[config.mk]
export PLATFORM = sky130hd
export DESIGN_NAME = alu_op_decode_stage_flat
export DESIGN_NICKNAME = d
export VERILOG_FILES = /design/src/rtl/alu_pkg.sv /design/src/rtl/alu_op_decode_stage_if.sv /design/src/rtl/alu_op_decoder.sv /design/src/rtl/alu_op_decode_stage.sv /design/src/flat_wrapper.sv
export SDC_FILE = /design/constraint.sdc
export NUM_CORES = 1
export LEC_CHECK = 0
export CAP_MARGIN = 0
export CORE_AREA = 4 4 135 137
export CTS_CLUSTER_DIAMETER = 50
export CTS_CLUSTER_SIZE = 10
export DETAILED_ROUTE_END_ITERATION = 12
export DIE_AREA = 0 0 139 141
export PLACE_DENSITY = 0.67
export SYNTH_ARGS = -nofsm -noshare
export SYNTH_HDL_FRONTEND = slang
export SYNTH_SLANG_ARGS = --single-unit
[constraint.sdc]
create_clock -name clk -period 8.8 [get_ports clk]
set_input_delay 2.64 -clock clk [delete_from_list [all_inputs] [get_ports clk]]
set_output_delay 2.64 -clock clk [all_outputs]
set_load 0.03 [all_outputs]
[src/rtl/alu_pkg.sv]
// Shared ALU operation codes, RV32I opcode constants and the decoded-instruction record.
// Imported by the decode stage and by the ALU itself.
package alu_pkg;

    localparam logic [3:0] ALU_ADD  = 4'd0;
    localparam logic [3:0] ALU_SUB  = 4'd1;
    localparam logic [3:0] ALU_SLL  = 4'd2;
    localparam logic [3:0] ALU_SRL  = 4'd3;
    localparam logic [3:0] ALU_SRA  = 4'd4;
    localparam logic [3:0] ALU_SLT  = 4'd5;
    localparam logic [3:0] ALU_SLTU = 4'd6;
    localparam logic [3:0] ALU_AND  = 4'd7;
    localparam logic [3:0] ALU_OR   = 4'd8;
    localparam logic [3:0] ALU_XOR  = 4'd9;

    localparam logic [6:0] OPC_LOAD   = 7'b0000011;
    localparam logic [6:0] OPC_OP_IMM = 7'b0010011;
    localparam logic [6:0] OPC_AUIPC  = 7'b0010111;
    localparam logic [6:0] OPC_STORE  = 7'b0100011;
    localparam logic [6:0] OPC_OP     = 7'b0110011;
    localparam logic [6:0] OPC_LUI    = 7'b0110111;
    localparam logic [6:0] OPC_BRANCH = 7'b1100011;
    localparam logic [6:0] OPC_JALR   = 7'b1100111;
    localparam logic [6:0] OPC_JAL    = 7'b1101111;

    localparam logic [6:0] F7_BASE = 7'b0000000;
    localparam logic [6:0] F7_ALT  = 7'b0100000;

    typedef struct packed {
        logic [31:0] operand_a;
        logic [31:0] operand_b;
        logic [3:0]  alu_control;
        logic [31:0] imm;
        logic [4:0]  rd;
        logic        reg_write;
        logic        is_branch;
        logic [2:0]  branch_funct3;
        logic        illegal_instr;
    } decode_t;

    // Base-encoding funct3 mapping shared by OP and OP-IMM.
    function automatic logic [3:0] f3_to_alu(input logic [2:0] funct3);
        logic [3:0] code;
        case (funct3)
            3'b000:  code = ALU_ADD;
            3'b001:  code = ALU_SLL;
            3'b010:  code = ALU_SLT;
            3'b011:  code = ALU_SLTU;
            3'b100:  code = ALU_XOR;
            3'b101:  code = ALU_SRL;
            3'b110:  code = ALU_OR;
            default: code = ALU_AND;
        endcase
        return code;
    endfunction

endpackage

[src/rtl/alu_op_decode_stage_if.sv]
// Upstream handshake, flush and ALU control bundle of the decode stage.
// master is the decode stage's view; slave is the surrounding pipeline's view.
interface alu_op_decode_stage_if;
    import alu_pkg::*;

    logic        in_valid;
    logic        in_ready;
    logic [31:0] instr;
    logic [31:0] pc;
    logic [31:0] rs1_data;
    logic [31:0] rs2_data;
    logic        flush;
    logic        out_valid;
    logic        out_ready;
    logic [31:0] operand_a;
    logic [31:0] operand_b;
    logic [3:0]  alu_control;
    logic [31:0] imm;
    logic [4:0]  rd;
    logic        reg_write;
    logic        is_branch;
    logic [2:0]  branch_funct3;
    logic        illegal_instr;

    modport master (
        input  in_valid, instr, pc, rs1_data, rs2_data, flush, out_ready,
        output in_ready, out_valid, operand_a, operand_b, alu_control, imm, rd,
               reg_write, is_branch, branch_funct3, illegal_instr
    );

    modport slave (
        output in_valid, instr, pc, rs1_data, rs2_data, flush, out_ready,
        input  in_ready, out_valid, operand_a, operand_b, alu_control, imm, rd,
               reg_write, is_branch, branch_funct3, illegal_instr
    );

endinterface

[src/rtl/alu_op_decoder.sv]
// Combinational RV32I decoder: ALU operation, operand muxing, immediate and write-back fields.
// Illegal encodings collapse to an ADD of zeros with no side effects.
module alu_op_decoder
    import alu_pkg::*;
(
    input  logic [31:0] instr,
    input  logic [31:0] pc,
    input  logic [31:0] rs1_data,
    input  logic [31:0] rs2_data,
    output decode_t     dec
);

    logic [6:0]  opcode;
    logic [6:0]  funct7;
    logic [2:0]  funct3;
    logic [31:0] shamt;
    logic [31:0] imm_i;
    logic [31:0] imm_s;
    logic [31:0] imm_b;
    logic [31:0] imm_u;
    logic [31:0] imm_j;
    logic        legal;
    logic        writes;

    assign opcode = instr[6:0];
    assign funct3 = instr[14:12];
    assign funct7 = instr[31:25];
    assign shamt  = {27'd0, instr[24:20]};
    assign imm_i  = {{20{instr[31]}}, instr[31:20]};
    assign imm_s  = {{20{instr[31]}}, instr[31:25], instr[11:7]};
    assign imm_b  = {{19{instr[31]}}, instr[31], instr[7], instr[30:25], instr[11:8], 1'b0};
    assign imm_u  = {instr[31:12], 12'd0};
    assign imm_j  = {{11{instr[31]}}, instr[31], instr[19:12], instr[20], instr[30:21], 1'b0};

    always_comb begin
        dec    = '0;
        legal  = 1'b1;
        writes = 1'b0;
        case (opcode)
            OPC_OP: begin
                dec.operand_a = rs1_data;
                dec.operand_b = rs2_data;
                writes        = 1'b1;
                if (funct7 == F7_BASE) begin
                    dec.alu_control = f3_to_alu(funct3);
                end else if (funct7 == F7_ALT && funct3 == 3'b000) begin
                    dec.alu_control = ALU_SUB;
                end else if (funct7 == F7_ALT && funct3 == 3'b101) begin
                    dec.alu_control = ALU_SRA;
                end else begin
                    legal = 1'b0;
                end
            end
            OPC_OP_IMM: begin
                dec.operand_a   = rs1_data;
                dec.operand_b   = imm_i;
                dec.imm         = imm_i;
                dec.alu_control = f3_to_alu(funct3);
                writes          = 1'b1;
                // Shift-immediates carry funct7 in imm[11:5]; only the shamt is an operand.
                if (funct3 == 3'b001) begin
                    dec.operand_b = shamt;
                    if (funct7 != F7_BASE) legal = 1'b0;
                end else if (funct3 == 3'b101) begin
                    dec.operand_b = shamt;
                    if (funct7 == F7_ALT) dec.alu_control = ALU_SRA;
                    else if (funct7 != F7_BASE) legal = 1'b0;
                end
            end
            OPC_LOAD: begin
                dec.operand_a = rs1_data;
                dec.operand_b = imm_i;
                dec.imm       = imm_i;
                writes        = 1'b1;
            end
            OPC_STORE: begin
                dec.operand_a = rs1_data;
                dec.operand_b = imm_s;
                dec.imm       = imm_s;
            end
            OPC_LUI: begin
                dec.operand_b = imm_u;
                dec.imm       = imm_u;
                writes        = 1'b1;
            end
            OPC_AUIPC: begin
                dec.operand_a = pc;
                dec.operand_b = imm_u;
                dec.imm       = imm_u;
                writes        = 1'b1;
            end
            OPC_JAL: begin
                dec.operand_a = pc;
                dec.operand_b = 32'd4;
                dec.imm       = imm_j;
                writes        = 1'b1;
            end
            OPC_JALR: begin
                dec.operand_a = pc;
                dec.operand_b = 32'd4;
                dec.imm       = imm_i;
                writes        = 1'b1;
                if (funct3 != 3'b000) legal = 1'b0;
            end
            OPC_BRANCH: begin
                dec.operand_a     = rs1_data;
                dec.operand_b     = rs2_data;
                dec.imm           = imm_b;
                dec.is_branch     = 1'b1;
                dec.branch_funct3 = funct3;
                case (funct3[2:1])
                    2'b00:   dec.alu_control = ALU_SUB;
                    2'b10:   dec.alu_control = ALU_SLT;
                    2'b11:   dec.alu_control = ALU_SLTU;
                    default: legal = 1'b0;
                endcase
            end
            default: legal = 1'b0;
        endcase

        if (!legal) begin
            dec    = '0;
            writes = 1'b0;
        end
        dec.rd            = instr[11:7];
        dec.illegal_instr = !legal;
        dec.reg_write     = writes && (instr[11:7] != 5'd0);
    end

endmodule

[src/rtl/alu_op_decode_stage.sv]
// Registered decode stage: one-entry valid/ready pipeline register in front of the ALU.
// Flush beats capture beats drain; data only moves on capture.
module alu_op_decode_stage
    import alu_pkg::*;
(
    input logic                   clk,
    input logic                   rst,
    alu_op_decode_stage_if.master bus
);

    decode_t dec;
    decode_t held_q;
    logic    out_valid_q;
    logic    in_ready;
    logic    capture;

    alu_op_decoder u_decoder (
        .instr    (bus.instr),
        .pc       (bus.pc),
        .rs1_data (bus.rs1_data),
        .rs2_data (bus.rs2_data),
        .dec      (dec)
    );

    assign in_ready = !bus.flush && (!out_valid_q || bus.out_ready);
    assign capture  = bus.in_valid && in_ready;

    always_ff @(posedge clk or posedge rst) begin
        if (rst) begin
            out_valid_q <= 1'b0;
            held_q      <= '0;
        end else if (bus.flush) begin
            out_valid_q <= 1'b0;
        end else if (capture) begin
            out_valid_q <= 1'b1;
            held_q      <= dec;
        end else if (bus.out_ready) begin
            out_valid_q <= 1'b0;
        end
    end

    assign bus.in_ready      = in_ready;
    assign bus.out_valid     = out_valid_q;
    assign bus.operand_a     = held_q.operand_a;
    assign bus.operand_b     = held_q.operand_b;
    assign bus.alu_control   = held_q.alu_control;
    assign bus.imm           = held_q.imm;
    assign bus.rd            = held_q.rd;
    assign bus.reg_write     = held_q.reg_write;
    assign bus.is_branch     = held_q.is_branch;
    assign bus.branch_funct3 = held_q.branch_funct3;
    assign bus.illegal_instr = held_q.illegal_instr;

endmodule

[src/flat_wrapper.sv]
// flat-port wrapper written by rule: the top's interface ports become plain ports
module alu_op_decode_stage_flat import alu_pkg::*;
  (clk, rst, bus_in_valid, bus_instr, bus_pc, bus_rs1_data, bus_rs2_data, bus_flush, bus_out_ready, bus_in_ready, bus_out_valid, bus_operand_a, bus_operand_b, bus_alu_control, bus_imm, bus_rd, bus_reg_write, bus_is_branch, bus_branch_funct3, bus_illegal_instr);
  alu_op_decode_stage_if bus_i ();
  input logic clk;
  input logic rst;
  input wire logic [$bits(bus_i.in_valid)-1:0] bus_in_valid;
  input wire logic [$bits(bus_i.instr)-1:0] bus_instr;
  input wire logic [$bits(bus_i.pc)-1:0] bus_pc;
  input wire logic [$bits(bus_i.rs1_data)-1:0] bus_rs1_data;
  input wire logic [$bits(bus_i.rs2_data)-1:0] bus_rs2_data;
  input wire logic [$bits(bus_i.flush)-1:0] bus_flush;
  input wire logic [$bits(bus_i.out_ready)-1:0] bus_out_ready;
  output wire logic [$bits(bus_i.in_ready)-1:0] bus_in_ready;
  output wire logic [$bits(bus_i.out_valid)-1:0] bus_out_valid;
  output wire logic [$bits(bus_i.operand_a)-1:0] bus_operand_a;
  output wire logic [$bits(bus_i.operand_b)-1:0] bus_operand_b;
  output wire logic [$bits(bus_i.alu_control)-1:0] bus_alu_control;
  output wire logic [$bits(bus_i.imm)-1:0] bus_imm;
  output wire logic [$bits(bus_i.rd)-1:0] bus_rd;
  output wire logic [$bits(bus_i.reg_write)-1:0] bus_reg_write;
  output wire logic [$bits(bus_i.is_branch)-1:0] bus_is_branch;
  output wire logic [$bits(bus_i.branch_funct3)-1:0] bus_branch_funct3;
  output wire logic [$bits(bus_i.illegal_instr)-1:0] bus_illegal_instr;
  assign bus_i.in_valid = bus_in_valid;
  assign bus_i.instr = bus_instr;
  assign bus_i.pc = bus_pc;
  assign bus_i.rs1_data = bus_rs1_data;
  assign bus_i.rs2_data = bus_rs2_data;
  assign bus_i.flush = bus_flush;
  assign bus_i.out_ready = bus_out_ready;
  assign bus_in_ready = bus_i.in_ready;
  assign bus_out_valid = bus_i.out_valid;
  assign bus_operand_a = bus_i.operand_a;
  assign bus_operand_b = bus_i.operand_b;
  assign bus_alu_control = bus_i.alu_control;
  assign bus_imm = bus_i.imm;
  assign bus_rd = bus_i.rd;
  assign bus_reg_write = bus_i.reg_write;
  assign bus_is_branch = bus_i.is_branch;
  assign bus_branch_funct3 = bus_i.branch_funct3;
  assign bus_illegal_instr = bus_i.illegal_instr;
  alu_op_decode_stage u_core (.clk(clk), .rst(rst), .bus(bus_i));
endmodule
# Yosys cells after proc, flatten, opt, wreduce, memory -nomap -nowiden
# Cells that the tools add are included.
word_totals:
  ff_bits: 112
  latch_bits: 0
  ram_bits: 0
  rom_bits: 0
  inputBits: 133
  output_inout_bits: 113
  elab_cells: 85
  n_memories: 0
classes:
  addsub: 0
  n_mul: 0
  n_div: 0
  magnitude_cmp: 0
  n_eq_ne: 18
  shifts: 0
  muxes: 30
  bitwise_logic: 1
  n_reduce_logical: 26
ops:
  columns: ["cell", "n"]
  rows:
  - ["$pmux W32 S6", 1]
  - ["$pmux W32 S5", 1]
  - ["$mux W111", 1]
  - ["$pmux W32 S2", 1]
  - ["$mux W36", 1]
  - ["$mux W32", 1]
  - ["$eq A7 B6 Y1 const B", 4]
  - ["$pmux W4 S7", 1]
  - ["$eq A7 B7 Y1 const B", 3]
  - ["$mux W4", 4]
  - ["$eq A7 B5 Y1 const B", 2]
  - ["$mux W1", 14]
  - ["$pmux W4 S3", 1]
  - ["$reduce_or A5 Y1", 2]
  - ["$eq A3 B3 Y1 const B", 3]
  - ["$pmux W3 S3", 1]
  - ["$reduce_or A3 Y1", 3]
  - ["$eq A7 B2 Y1 const B", 1]
  - ["$logic_not A7 Y1", 1]
  - ["$reduce_bool A7 Y1", 1]
  - ["$reduce_or A7 Y1", 1]
  - ["$eq A3 B2 Y1 const B", 2]
  - ["$mux W3", 2]
  - ["$reduce_bool A3 Y1", 2]
  - ["12 further kinds", 21]

# Depth between registers and ports, before layout
# Gate-level depths: netlist (run 1).
logic_depth:
  depth_word: 8
  depth_mapped: 9
  ltp_nobuf: 5

# By module
# Synthesis (run 1) repeated with hierarchy kept, for this count alone.
hier_totals:
  hier_cells: 570
  hier_area_um2: 6266.0
modules_own_cells:
  columns: ["mod", "instances", "cells_each", "area_each_um2", "seq_area_each_um2"]
  rows:
  - ["alu_op_decode_stage", 1, 241, 4250.3, 2802.7]
  - ["alu_op_decoder", 1, 329, 2015.7, 0.0]

# Least setup slack after synthesis (run 1)
# OpenSTA, ideal clock, no wires.
synth_timing:
  path_kind: "input -> output"
  startpoint: "input bus_out_ready"
  endpoint: "output bus_in_ready"
  arrival_ns: 3.130
  required_ns: 6.160
  path_slack_ns: 3.030
  cell_stages: 2
  n_path_buf: 0
  path_cell_list: "nor2b_1 nor2_1"
synth_between:
  elab_chain_len: 2
synth_rtl:
  columns: ["item", "line_no", "source"]
  rows:
  - ["from (decl)", "flat_wrapper.sv:13", "input wire logic [$bits(bus_i.out_ready)-1:0] bus_out_ready;"]
  - ["$logic_or A1 B1 Y1", "alu_op_decode_stage.sv:25", "assign in_ready = !bus.flush && (!out_valid_q || bus.out_ready);"]
  - ["$logic_and A1 B1 Y1", "alu_op_decode_stage.sv:25", null]
  - ["to (decl)", "flat_wrapper.sv:14", "output wire logic [$bits(bus_i.in_ready)-1:0] bus_in_ready;"]
# No other way between the ends.

# Worst setup path after layout (run 1)
# Ends and elaborated chain as after synthesis.

==> results of run 1 <==
## metal layers
layer  wire (µm)  part of all wire, %  vias to the layer above  GRT usage [%]
met5           0                    0                        -              0
met4         629                  3.0                        0           8.65
met3        1640                  7.7                       42           4.48
met2       10200                   48                      255           34.0
met1        8810                   41                     2794           27.7
li1            -                    -                     2606              -
## logic make-up after synthesis
group	Yosys count	synth area share, %
AO/OA/AOI/OAI	161	23.5
buffers and inverters	61	5.38
AND/OR/NAND/NOR	249	22.5
multiplexers	2	0.342
flip-flops	112	47.9
XOR/XNOR	3	0.449
## stage by stage
stage / setup slack (ns) / util [%] / cells
after floorplan: 3.03 / - / 588
after global placement: 2.11 / 49.2 / 1010
after detailed placement: 2.08 / 49.2 / 1010
after CTS: 2.08 / 50.9 / 1024
after global routing: 2.02 / 50.9 / 1024
final: 2.09 / 50.9 / 1024
## area by class of cell
type	instances	share of cell area (%)
inverter	3	0.159
clock inverter	3	0.505
clock buffer	11	2.80
timing repair buffer	255	29.1
sequential	112	32.3
tap	225	3.25
multi-input combinational	415	31.8
## sequential cells by signal, summed over array words and instances (netlist names)
name                      cells
u_core.bus.alu_control        4
u_core.bus.operand_a         32
u_core.bus.operand_b         32
u_core.bus.illegal_instr      1
u_core.bus.reg_write          1
u_core.bus.branch_funct3      3
u_core.bus.out_valid          1
u_core.bus.imm               32
u_core.bus.rd                 5
u_core.bus.is_branch          1
## cells in the final DEF (no fill, tap or decap), types with 2 or more instances in the layout
master                            instances
sky130_fd_sc_hd__nor3_4                   2
sky130_fd_sc_hd__nor4_4                   2
sky130_fd_sc_hd__clkdlybuf4s50_1        245
sky130_fd_sc_hd__a21oi_1                 10
sky130_fd_sc_hd__and4b_1                  2
sky130_fd_sc_hd__and3b_1                  2
sky130_fd_sc_hd__mux2i_1                  2
sky130_fd_sc_hd__a21o_1                   5
sky130_fd_sc_hd__xnor2_1                  3
sky130_fd_sc_hd__a211oi_1                 4
sky130_fd_sc_hd__o21ai_0                 11
sky130_fd_sc_hd__nand2_1                 68
sky130_fd_sc_hd__a211oi_2                20
sky130_fd_sc_hd__nand2b_1                 3
sky130_fd_sc_hd__clkbuf_16                9
sky130_fd_sc_hd__dfrtp_1                112
sky130_fd_sc_hd__nor3_2                  27
sky130_fd_sc_hd__a311oi_1                23
sky130_fd_sc_hd__o31ai_1                  9
sky130_fd_sc_hd__a41oi_1                  2
sky130_fd_sc_hd__a221oi_1                41
sky130_fd_sc_hd__buf_4                   10
sky130_fd_sc_hd__nand4_1                  3
sky130_fd_sc_hd__nand3_1                 12
sky130_fd_sc_hd__a31oi_1                  3
sky130_fd_sc_hd__or2_2                    2
sky130_fd_sc_hd__a22oi_1                  9
sky130_fd_sc_hd__nor3_1                  17
sky130_fd_sc_hd__a32oi_1                  7
sky130_fd_sc_hd__o41ai_1                  2
sky130_fd_sc_hd__nor2_1                  92
sky130_fd_sc_hd__nor2b_1                  4
## power by group through the flow
stage          clock network (µW)  registers [µW]  logic (µW)
2_1_floorplan                   0             714         133
3_3_place_gp                    0             606         448
3_5_place_dp                    0             607         456
4_1_cts                       426             598         457
5_1_grt                       445             605         481
6_report                      415             598         453
## worst paths after layout
kind / start / to / cells past startpoint
min: u_core.bus.rd[4]$_DFFE_PP0P_ / u_core.bus.rd[4]$_DFFE_PP0P_ / 2
min reg2reg: u_core.bus.rd[4]$_DFFE_PP0P_ / u_core.bus.rd[4]$_DFFE_PP0P_ / 2
max reg2reg: u_core.bus.out_valid$_DFFE_PP0P_ / u_core.bus.alu_control[0]$_DFFE_PP0P_ / 6
max: bus_out_ready / bus_in_ready / 4
min in group asynchronous: rst / u_core.bus.illegal_instr$_DFFE_PP0P_ / 2
max in group asynchronous: rst / u_core.bus.operand_a[29]$_DFFE_PP0P_ / 3
## synthesized netlist by cell type, types with 2 or more instances
master | count | share of area [%]
sky130_fd_sc_hd__a21o_1 | 5 | 0.64
sky130_fd_sc_hd__nand4_1 | 3 | 0.32
sky130_fd_sc_hd__a32oi_1 | 7 | 1.0
sky130_fd_sc_hd__inv_1 | 2 | 0.13
sky130_fd_sc_hd__a22oi_1 | 9 | 1.2
sky130_fd_sc_hd__and3b_1 | 2 | 0.30
sky130_fd_sc_hd__nand2_1 | 69 | 4.4
sky130_fd_sc_hd__a21oi_1 | 11 | 0.94
sky130_fd_sc_hd__o21ai_0 | 11 | 0.94
sky130_fd_sc_hd__a311oi_1 | 23 | 3.4
sky130_fd_sc_hd__nor3_1 | 17 | 1.5
sky130_fd_sc_hd__nor4_4 | 2 | 0.73
sky130_fd_sc_hd__xnor2_1 | 3 | 0.45
sky130_fd_sc_hd__a211oi_2 | 20 | 4.3
sky130_fd_sc_hd__nor3_2 | 28 | 4.8
sky130_fd_sc_hd__nor2b_1 | 4 | 0.43
sky130_fd_sc_hd__a211oi_1 | 4 | 0.51
sky130_fd_sc_hd__or2_2 | 2 | 0.21
sky130_fd_sc_hd__nand2b_1 | 3 | 0.32
sky130_fd_sc_hd__buf_2 | 21 | 1.8
sky130_fd_sc_hd__dfrtp_1 | 112 | 48
sky130_fd_sc_hd__buf_6 | 7 | 1.3
sky130_fd_sc_hd__nor3b_2 | 2 | 0.43
sky130_fd_sc_hd__a221oi_1 | 41 | 6.1
sky130_fd_sc_hd__o31ai_1 | 9 | 1.2
sky130_fd_sc_hd__a41oi_1 | 2 | 0.30
sky130_fd_sc_hd__clkbuf_1 | 26 | 1.7
sky130_fd_sc_hd__o41ai_1 | 2 | 0.30
sky130_fd_sc_hd__nor2_1 | 92 | 5.9
sky130_fd_sc_hd__buf_4 | 2 | 0.26
sky130_fd_sc_hd__a31oi_1 | 4 | 0.43
sky130_fd_sc_hd__buf_1 | 2 | 0.13
sky130_fd_sc_hd__mux2i_1 | 2 | 0.34
sky130_fd_sc_hd__nand3_1 | 12 | 1.0
sky130_fd_sc_hd__and4b_1 | 2 | 0.34
## worst max-delay path: cells and delay by family
family / cells / cell delay (ns)
buffers and inverters: 2 / 1.02
and+or+nand+nor: 2 / 0.41
==> insert_results.sql, run 1 <==
INSERT INTO impl_metrics (metric_group, metric, value, unit) VALUES
('die', 'core.rowCount', '48', ''),
('run', 'max-cap-violations', '0', ''),
('global_routing', 'grt_util_all_layers', '21.1', '%'),
('die', 'start_util', '34.3', '%'),
('timing', 'grt_setup_unrepaired', 'no', ''),
('clock_network', 'cts_resized', '0', ''),
('worst_setup_path', 'worstSetupPathType', 'input pin to output pin', ''),
('cells_and_area', 'layout.nets', '929', ''),
('clock_network', 'cts-root-buf', 'sky130_fd_sc_hd__clkbuf_16', ''),
('die', 'coreArea', '17100', 'µm²'),
('clock_network', 'cts_hold_repair.buffers', '0', ''),
('detailed_routing', 'drt_first_iter_violations', '536', ''),
('clock_network', 'insertion_delay', '0.35', 'ns'),
('worst_setup_path', 'cp.arrival', '4.07', 'ns'),
('die', 'die_area', '19600', 'µm²'),
('die', 'num_io_pins', '246', ''),
('cells_and_area', 'final_cell_area', '8670', 'µm²'),
('global_routing', 'grt.overflow.total', '0', ''),
('detailed_routing', 'post-route-drc-count', '0', ''),
('synth', 'synth_nets', '721', ''),
('cells_and_area', 'seqCellArea', '2800', 'µm²'),
('pwr', 'switching_share', '32.4', '%'),
('worst_setup_path', 'critical-path-slowest-cell', 'sky130_fd_sc_hd__clkdlybuf4s50_1', ''),
('timing', 'timing.slew.headroom', '23.9', '%'),
('synth', 'synth.yosys.seq_area_share', '47.9', '%'),
('detailed_routing', 'post_drt_via_cell_ratio', '5.56', ''),
('timing', 'drv_slew', '0', ''),
('synth', 'async_reset_ff_share', '100', '%'),
('die', 'die_width', '139', 'µm'),
('timing', 'final_critical_path_required_period', '6.71', 'ns'),
('timing', 'final.setup_skew', '0.00479', 'ns'),
('cells_and_area', 'layout-drive-gt1-share', '11.3', '%'),
('pwr', 'cellLeakagePower', '0.00329', 'µW'),
('timing', 'post_route_hold_slack', '0.480', 'ns'),
('synth', 'yosysUniqueCellTypes', '60', ''),
('pwr', 'power_internal', '992', 'µW'),
('worst_setup_path', 'worst-endpoint-required', '6.16', 'ns'),
('cells_and_area', 'flow.area_growth_from_synthesis', '48.1', '%'),
('global_routing', 'maximum_number_of_pins_on_one_net_before_global_route_repair', '92', ''),
('worst_setup_path', 'r2r_slack', '6.04', 'ns'),
('min_path', 'worst_hold_check_path_type', 'register to register', ''),
('synth', 'synth.avg_cell_area', '9.96', 'µm²'),
('clock_network', 'cts_tree', 'yes', ''),
('worst_setup_path', 'critPathMaxStageDelay', '0.62', 'ns'),
('detailed_routing', 'wirelength', '21.2', 'mm'),
('placed_design', 'detailed_place_hpwl', '15.3', 'mm'),
('detailed_routing', 'wire_per_inst', '20.7', 'µm'),
('outcome', 'result_of_the_run', 'complete, no violations', ''),
('worst_setup_path', 'crit_path_max_fanout', '3', ''),
('placed_design', 'place_congestion', '0.855', ''),
('placed_design', 'port-buffer-count', '245', ''),
('global_routing', 'number_of_antenna_violations_at_the_first_check_in_global_routing', '0', ''),
('timing', 'tightest_slew', '1.14', 'ns'),
('global_routing', 'first_global_vias', '5811', ''),
('global_routing', 'grt_pass1_wl', '32.9', 'mm'),
('clock_network', 'postCtsSetupBuffers', '0', ''),
('synth', 'synth_enable_flop_cells', '0', ''),
('pwr', 'power_density_cells', '169', 'nW/µm²'),
('pwr', 'fin_total_pwr', '1470', 'µW'),
('timing', 'final_min_period_over_clock_period', '76.2', '%'),
('clock_network', 'cts.sinks', '112', ''),
('timing', 'maxClockFrequency', '0.149', 'GHz'),
('cells_and_area', 'antenna-diode-count', '0', ''),
('pwr', 'switching_power', '475', 'µW'),
('timing', 'total_negative_setup_slack', '0', 'ns'),
('clock_network', 'cts.path.max_buffers', '2', ''),
('synth', 'post_synthesis_instance_area', '5860', 'µm²'),
('clock_network', 'htreeDepth', '3', ''),
('detailed_routing', 'num_vias', '5697', ''),
('pwr', 'power.clock.fraction', '28.3', '%'),
('clock_network', 'clock_pin_slew_on_the_worst_setup_and_hold_paths', '0.07', 'ns');
(Power assumes the default switching activity.)
==> inputs of run 2 (changes only) <==
==> constraint.sdc (replaced) <==
create_clock -name clk -period 6.2 [get_ports clk]
set_input_delay 1.86 -clock clk [delete_from_list [all_inputs] [get_ports clk]]
set_output_delay 1.86 -clock clk [all_outputs]
set_load 0.03 [all_outputs]
==> run 2 against run 1 <==
Compared with the run above:
- utilization increased by 0.42 points
- final area increased by 0.82%
- sequential power increased by 42%
- critical path depth unchanged
- routed wire length decreased by 1.6%
- clock power increased by 64%
- clock skew increased by 0.00068 ns
- combinational power increased by 42%
- critical path type unchanged
- die area unchanged
==> insert_results.sql, run 2 (synthesis results as in run 1) <==
INSERT INTO impl_metrics (metric_group, metric, value, unit) VALUES
('die', 'num_io_pins', '246', ''),
('worst_setup_path', 'crit_path_max_fanout', '3', ''),
('pwr', 'worst_case_vdd_ir_drop', '123', 'µV'),
('placed_design', 'placed_cells_incl_taps', '1010', ''),
('timing', 'timing.slew.headroom', '29.0', '%'),
('die', 'start_util', '34.3', '%'),
('worst_setup_path', 'critPathMaxStageDelay', '0.62', 'ns'),
('cells_and_area', 'final_cell_count_no_fill', '1026', ''),
('worst_setup_path', 'r2r_slack', '3.59', 'ns'),
('timing', 'final.setup.worst_slack', '1.05', 'ns'),
('timing', 'hold_violations', '0', ''),
('detailed_routing', 'wire_per_inst', '20.4', 'µm'),
('detailed_routing', 'drt_first_iter_violations', '631', ''),
('timing', 'maxClockFrequency', '0.194', 'GHz'),
('timing', 'post_route_hold_slack', '0.482', 'ns'),
('worst_setup_path', 'startpoint', 'bus_out_ready', ''),
('detailed_routing', 'wirelength', '20.9', 'mm'),
('global_routing', 'number_of_antenna_violations_at_the_first_check_in_global_routing', '0', ''),
('pwr', 'switching_share', '31.6', '%'),
('clock_network', 'cts.path.max_buffers', '2', ''),
('die', 'die_h', '141', 'µm'),
('worst_setup_path', 'r2r_cells', '6', ''),
('cells_and_area', 'layout.nets', '929', ''),
('placed_design', 'detailed_place_hpwl', '15.0', 'mm'),
('run', 'max-cap-violations', '0', ''),
('cells_and_area', 'multi_input_comb_area', '2760', 'µm²'),
('clock_network', 'cts_resized', '0', ''),
('clock_network', 'cts-root-buf', 'sky130_fd_sc_hd__clkbuf_16', ''),
('placed_design', 'place_congestion', '0.868', ''),
('timing', 'final_min_period_over_clock_period', '83.1', '%'),
('worst_setup_path', 'timing.rr.end', 'u_core.bus.imm[1]$_DFFE_PP0P_', ''),
('cells_and_area', 'flow.area_growth_from_synthesis', '49.4', '%'),
('cells_and_area', 'seqCellArea', '2800', 'µm²'),
('timing', 'drv_slew', '0', ''),
('global_routing', 'grt.overflow.total', '0', ''),
('outcome', 'result_of_the_run', 'complete, no violations', ''),
('die', 'coreArea', '17100', 'µm²'),
('detailed_routing', 'drt_first_pass_iters', '5', ''),
('clock_network', 'cts_tree', 'yes', ''),
('global_routing', 'grt_pass1_wl', '32.6', 'mm'),
('pwr', 'power_density_cells', '248', 'nW/µm²'),
('clock_network', 'postCtsSetupBuffers', '0', ''),
('detailed_routing', 'post_drt_via_cell_ratio', '5.50', ''),
('min_path', 'hp-start', 'u_core.bus.illegal_instr$_DFFE_PP0P_', ''),
('placed_design', 'port-buffer-count', '245', ''),
('timing', 'final-setup-viol-count', '0', ''),
('detailed_routing', 'detail-route-antenna-nets', '0', ''),
('clock_network', 'clock_pin_slew_on_the_worst_setup_and_hold_paths', '0.08', 'ns'),
('die', 'die_area', '19600', 'µm²'),
('worst_setup_path', 'worst-endpoint-required', '4.34', 'ns'),
('timing', 'final_critical_path_required_period', '5.15', 'ns'),
('timing', 'final.setup_skew', '0.00547', 'ns'),
('pwr', 'power.clock.fraction', '31.3', '%'),
('placed_design', 'dpl_worst_slack', '1.04', 'ns'),
('pwr', 'power_internal', '1490', 'µW'),
('clock_network', 'tritoncts.num_buffers', '9', ''),
('clock_network', 'cts.sinks', '112', ''),
('pwr', 'switching_power', '686', 'µW'),
('cells_and_area', 'layout.cells.most_common_list', 'sky130_fd_sc_hd__clkdlybuf4s50_1, sky130_fd_sc_hd__dfrtp_1, sky130_fd_sc_hd__nor2_1', ''),
('global_routing', 'first_global_vias', '5685', ''),
('pwr', 'seq_power_share', '39.1', '%'),
('cells_and_area', 'fillerInstances', '1535', ''),
('cells_and_area', 'layout-drive-gt1-share', '11.5', '%'),
('worst_setup_path', 'worst_setup_path_start_kind', 'input pin', ''),
('clock_network', 'cts_hold_repair.buffers', '0', ''),
('min_path', 'holdPathStages', '1', ''),
('cells_and_area', 'mostFrequentLayoutCell', 'sky130_fd_sc_hd__clkdlybuf4s50_1', ''),
('die', 'core.rowCount', '48', ''),
('worst_setup_path', 'cp.arrival', '3.29', 'ns'),
('worst_setup_path', 'cp_dominant_cell_by_count', 'sky130_fd_sc_hd__clkdlybuf4s50_1', ''),
('timing', 'grt_setup_unrepaired', 'no', ''),
('worst_setup_path', 'critical-path-slowest-cell', 'sky130_fd_sc_hd__clkdlybuf4s50_1', ''),
('global_routing', 'maximum_number_of_pins_on_one_net_before_global_route_repair', '124', ''),
('clock_network', 'htreeDepth', '3', ''),
('detailed_routing', 'num_vias', '5647', ''),
('detailed_routing', 'post-route-drc-count', '0', ''),
('worst_setup_path', 'endpoint_kind', 'output pin', ''),
('pwr', 'comb_power_share', '29.6', '%'),
('clock_network', 'insertion_delay', '0.35', 'ns'),
('timing', 'tightest_slew', '1.07', 'ns'),
('worst_setup_path', 'critical_path.reg2reg.startpoint', 'u_core.bus.out_valid$_DFFE_PP0P_', ''),
('cells_and_area', 'antenna-diode-count', '0', ''),
('pwr', 'cellLeakagePower', '0.00332', 'µW'),
('global_routing', 'grt_util_all_layers', '20.7', '%'),
('cells_and_area', 'final_cell_utilization_of_the_core', '51.3', '%'),
('min_path', 'worst_hold_check_path_type', 'register to register', ''),
('worst_setup_path', 'worstSetupPathType', 'input pin to output pin', ''),
('worst_setup_path', 'timing.critical_path.cells', 'clkdlybuf4s50_1 > nor2b_1 > nor2_1 > clkdlybuf4s50_1', ''),
('timing', 'total_negative_setup_slack', '0', 'ns'),
('die', 'die_width', '139', 'µm'),
('min_path', 'worstHoldEndpoint', 'u_core.bus.illegal_instr$_DFFE_PP0P_', '');
[run 2: cell types whose count changed in the layout (fill, tap and decap cells not counted), sizes merged]
| cell | change |
|---|---|
| clkinvlp | +2 |
| clkinv | -2 |
| clkbuf | -1 |
| inv | +1 |
| bufinv | +2 |
[run 2: layout make-up]
type                    instances  area share, %
well taps                     225           3.22
flip-flops and latches        112           32.0
inverters                       3          0.157
clock inverters                 6           1.33
repair buffers                255           29.0
clock buffers                  10           2.62
multi-input cells             415           31.6
[run 2: power by group through the flow]
stage | logic, µW | registers, µW | clock network [µW]
after floorplan | 189 | 1010 | 0
final | 642 | 849 | 679
after detailed placement | 647 | 863 | 0
after global placement | 638 | 860 | 0
after global routing | 681 | 859 | 721
after CTS | 649 | 850 | 695
[run 2: worst max path at each step]
stage	endpoint	slack, ns	cells after the start
6_report	bus_in_ready	1.05	4
3_3_place_gp	bus_in_ready	1.07	4
3_5_place_dp	bus_in_ready	1.04	4
4_1_cts	bus_in_ready	1.04	4
5_1_grt	bus_in_ready	0.98	4
2_1_floorplan	u_core.bus.alu_control[0]$_DFFE_PP0P_	1.38	1
[run 2: layer usage]
layer	up-vias	GRT usage [%]	share of wire, %
li1	2604	-	-
met1	2761	27.7	42
met2	258	33.3	48
met3	24	4.95	8.1
met4	0	6.64	1.8
met5	-	0	0
[run 2: critical path: cells and delay by family]
family                 cells  cell delay, ns
AND/OR/NAND/NOR            2            0.41
buffers and inverters      2            1.02
[run 2: stage by stage]
stage               power (µW)  area, µm²
finish                    2170       8750
global route              2260       8750
CTS                       2190       8750
detailed placement        1510       8400
global placement          1500       8400
floorplan                 1200       5860
==> inputs of run 3 (changes only) <==
--- a/config.mk
+++ b/config.mk
@@ -11,7 +11,7 @@
 export CTS_CLUSTER_SIZE = 10
 export DETAILED_ROUTE_END_ITERATION = 12
 export DIE_AREA = 0 0 139 141
-export PLACE_DENSITY = 0.67
+export PLACE_DENSITY = 0.69
 export SYNTH_ARGS = -nofsm -noshare
 export SYNTH_HDL_FRONTEND = slang
 export SYNTH_SLANG_ARGS = --single-unit
==> constraint.sdc (replaced) <==
create_clock -name clk -period 4.2 [get_ports clk]
set_input_delay 1.26 -clock clk [delete_from_list [all_inputs] [get_ports clk]]
set_output_delay 1.26 -clock clk [all_outputs]
set_load 0.03 [all_outputs]
==> run 3 against run 2 <==
Compared with the run above:
- register-to-register slack got worse by 1.4 ns
- count of clock-buffer cells in the layout unchanged
- power increased by 44%
- hold slack worse by 0.0034 ns
- cell count grew 1.8%
- routed wire length fell by 1.4%
- final area up 1.7%
- combinational power up 50%
- via count up 0.62%
- utilization rose by 0.87 points
==> insert_results.sql, run 3 (synthesis results as in run 1) <==
INSERT INTO impl_metrics (metric_group, metric, value, unit) VALUES
('cells_and_area', 'final_cell_utilization_of_the_core', '52.1', '%'),
('placed_design', 'port-buffer-count', '245', ''),
('detailed_routing', 'drt_first_pass_iters', '5', ''),
('clock_network', 'cts_resized', '0', ''),
('timing', 'final.setup.worst_slack', '0.278', 'ns'),
('worst_setup_path', 'cp.arrival', '2.66', 'ns'),
('timing', 'final-setup-viol-count', '0', ''),
('timing', 'final.setup_skew', '0.00474', 'ns'),
('worst_setup_path', 'cp_dominant_cell_by_count', 'sky130_fd_sc_hd__clkdlybuf4s50_1', ''),
('die', 'die_h', '141', 'µm'),
('pwr', 'cellLeakagePower', '0.00340', 'µW'),
('clock_network', 'cts.path.max_buffers', '2', ''),
('clock_network', 'cts-root-buf', 'sky130_fd_sc_hd__clkbuf_16', ''),
('placed_design', 'detailed_place_hpwl', '15.0', 'mm'),
('worst_setup_path', 'critical_path_depth', '3', ''),
('pwr', 'worst_case_vdd_ir_drop', '207', 'µV'),
('cells_and_area', 'layout.nets', '947', ''),
('worst_setup_path', 'crit_path_max_fanout', '3', ''),
('clock_network', 'clock_pin_slew_on_the_worst_setup_and_hold_paths', '0.08', 'ns'),
('cells_and_area', 'layout-drive-gt1-share', '13.6', '%'),
('placed_design', 'placed_cells_incl_taps', '1028', ''),
('worst_setup_path', 'critical-path-slowest-cell', 'sky130_fd_sc_hd__clkdlybuf4s50_1', ''),
('cells_and_area', 'layout.cells.most_common_list', 'sky130_fd_sc_hd__clkdlybuf4s50_1, sky130_fd_sc_hd__dfrtp_1, sky130_fd_sc_hd__nor2_1', ''),
('timing', 'drv_slew', '0', ''),
('die', 'coreArea', '17100', 'µm²'),
('detailed_routing', 'detail-route-antenna-nets', '0', ''),
('global_routing', 'grt_util_all_layers', '20.5', '%'),
('detailed_routing', 'wire_per_inst', '19.7', 'µm'),
('timing', 'total_negative_setup_slack', '0', 'ns'),
('detailed_routing', 'wirelength', '20.6', 'mm'),
('global_routing', 'grt_pass1_wl', '32.0', 'mm'),
('detailed_routing', 'post_drt_via_cell_ratio', '5.44', ''),
('placed_design', 'place_congestion', '0.910', ''),
('detailed_routing', 'post-route-drc-count', '0', ''),
('worst_setup_path', 'worstSetupPathType', 'input pin to output pin', ''),
('global_routing', 'number_of_antenna_violations_at_the_first_check_in_global_routing', '0', ''),
('cells_and_area', 'antenna-diode-count', '0', ''),
('worst_setup_path', 'critPathMaxStageDelay', '0.70', 'ns'),
('clock_network', 'tritoncts.num_buffers', '9', ''),
('min_path', 'worst_hold_check_path_type', 'register to register', ''),
('clock_network', 'postCtsSetupBuffers', '0', ''),
('clock_network', 'cts.sinks', '112', ''),
('cells_and_area', 'final_cell_count_no_fill', '1044', ''),
('cells_and_area', 'final_cell_area', '8890', 'µm²'),
('cells_and_area', 'flow.area_growth_from_synthesis', '51.9', '%'),
('worst_setup_path', 'r2r_cells', '7', ''),
('worst_setup_path', 'endpoint_kind', 'output pin', ''),
('die', 'start_util', '34.3', '%'),
('worst_setup_path', 'timing.critical_path.cells', 'clkdlybuf4s50_1 > nor2_1 > clkdlybuf4s50_1', ''),
('worst_setup_path', 'crit_family', 'buffers and inverters', ''),
('clock_network', 'insertion_delay', '0.35', 'ns'),
('placed_design', 'placement.cell_area', '8570', 'µm²'),
('timing', 'tightest_slew', '0.938', 'ns'),
('timing', 'final_min_period_over_clock_period', '93.4', '%'),
('worst_setup_path', 'worst_setup_path_start_kind', 'input pin', ''),
('placed_design', 'dpl_worst_slack', '0.293', 'ns'),
('die', 'die_width', '139', 'µm'),
('global_routing', 'grt.overflow.total', '0', ''),
('clock_network', 'cts_hold_repair.buffers', '0', ''),
('worst_setup_path', 'r2r_slack', '2.17', 'ns'),
('detailed_routing', 'num_vias', '5682', ''),
('run', 'max-cap-violations', '0', ''),
('cells_and_area', 'mostFrequentLayoutCell', 'sky130_fd_sc_hd__clkdlybuf4s50_1', ''),
('detailed_routing', 'drt_first_iter_violations', '470', ''),
('worst_setup_path', 'worst-path-buf-inv', '2', ''),
('global_routing', 'first_global_vias', '5569', ''),
('min_path', 'holdPathStages', '2', ''),
('global_routing', 'maximum_number_of_pins_on_one_net_before_global_route_repair', '73', ''),
('worst_setup_path', 'worst-endpoint-required', '2.94', 'ns'),
('clock_network', 'cts_tree', 'yes', ''),
('timing', 'hold_violations', '0', ''),
('timing', 'final_critical_path_required_period', '3.92', 'ns'),
('timing', 'grt_setup_unrepaired', 'no', ''),
('timing', 'maxClockFrequency', '0.255', 'GHz'),
('die', 'die_area', '19600', 'µm²'),
('pwr', 'power_density_cells', '351', 'nW/µm²'),
('outcome', 'result_of_the_run', 'complete, no violations', ''),
('die', 'num_io_pins', '246', ''),
('timing', 'timing.slew.headroom', '37.5', '%'),
('die', 'core.rowCount', '48', ''),
('clock_network', 'htreeDepth', '3', '');
## run 3: cell types whose count changed in the layout (fill, tap and decap cells not counted), sizes merged
cell and change:
buf +18, bufinv -2, clkinv +4, inv -2
## run 3: path summary, 6_finish.rpt
| kind | startpoint | endpoint |
|---|---|---|
| max | bus_flush | bus_in_ready |
| min | u_core.bus.rd[3]$_DFFE_PP0P_ | u_core.bus.rd[3]$_DFFE_PP0P_ |
| max reg2reg | u_core.bus.out_valid$_DFFE_PP0P_ | u_core.bus.operand_b[30]$_DFFE_PP0P_ |
| min reg2reg | u_core.bus.rd[3]$_DFFE_PP0P_ | u_core.bus.rd[3]$_DFFE_PP0P_ |
| max in group asynchronous | rst | u_core.bus.alu_control[0]$_DFFE_PP0P_ |
| min in group asynchronous | rst | u_core.bus.illegal_instr$_DFFE_PP0P_ |
## run 3: through the flow
step / hold slack (ns) / total power [µW]
2_1_floorplan: 0.650 / 1770
3_3_place_gp: 0.457 / 2230
3_5_place_dp: 0.463 / 2240
4_1_cts: 0.482 / 3160
5_1_grt: 0.503 / 3260
6_report: 0.479 / 3120
## run 3: report_power, final
part           leakage, µW  switching [µW]  internal, µW
clock             0.000152             424           488
combinational      0.00180             534           428
sequential         0.00145            59.0          1190
## run 3: area by class of cell
| type | count | area (µm²) |
|---|---|---|
| Multi-Input combinational cell | 415 | 2760 |
| Tap cell | 225 | 282 |
| Clock inverter | 6 | 80.1 |
| Sequential cell | 112 | 2800 |
| Fill cell | 1591 | 8160 |
| Clock buffer | 10 | 239 |
| Timing Repair Buffer | 273 | 2710 |
| Inverter | 3 | 15.0 |
## run 3: worst min-delay path: cells and delay by family, from the launching register on
kind	cells	cell delay (ns)
flops	1	0.35
simple gates	2	0.10
## run 3: layer usage
layer | global-route usage, % | wire [µm] | vias to the layer above
met2 | 32.6 | 9820 | 239
li1 | - | - | 2644
met1 | 28.2 | 9030 | 2774
met4 | 5.87 | 364 | 0
met3 | 4.58 | 1390 | 25
met5 | 0 | 0 | -
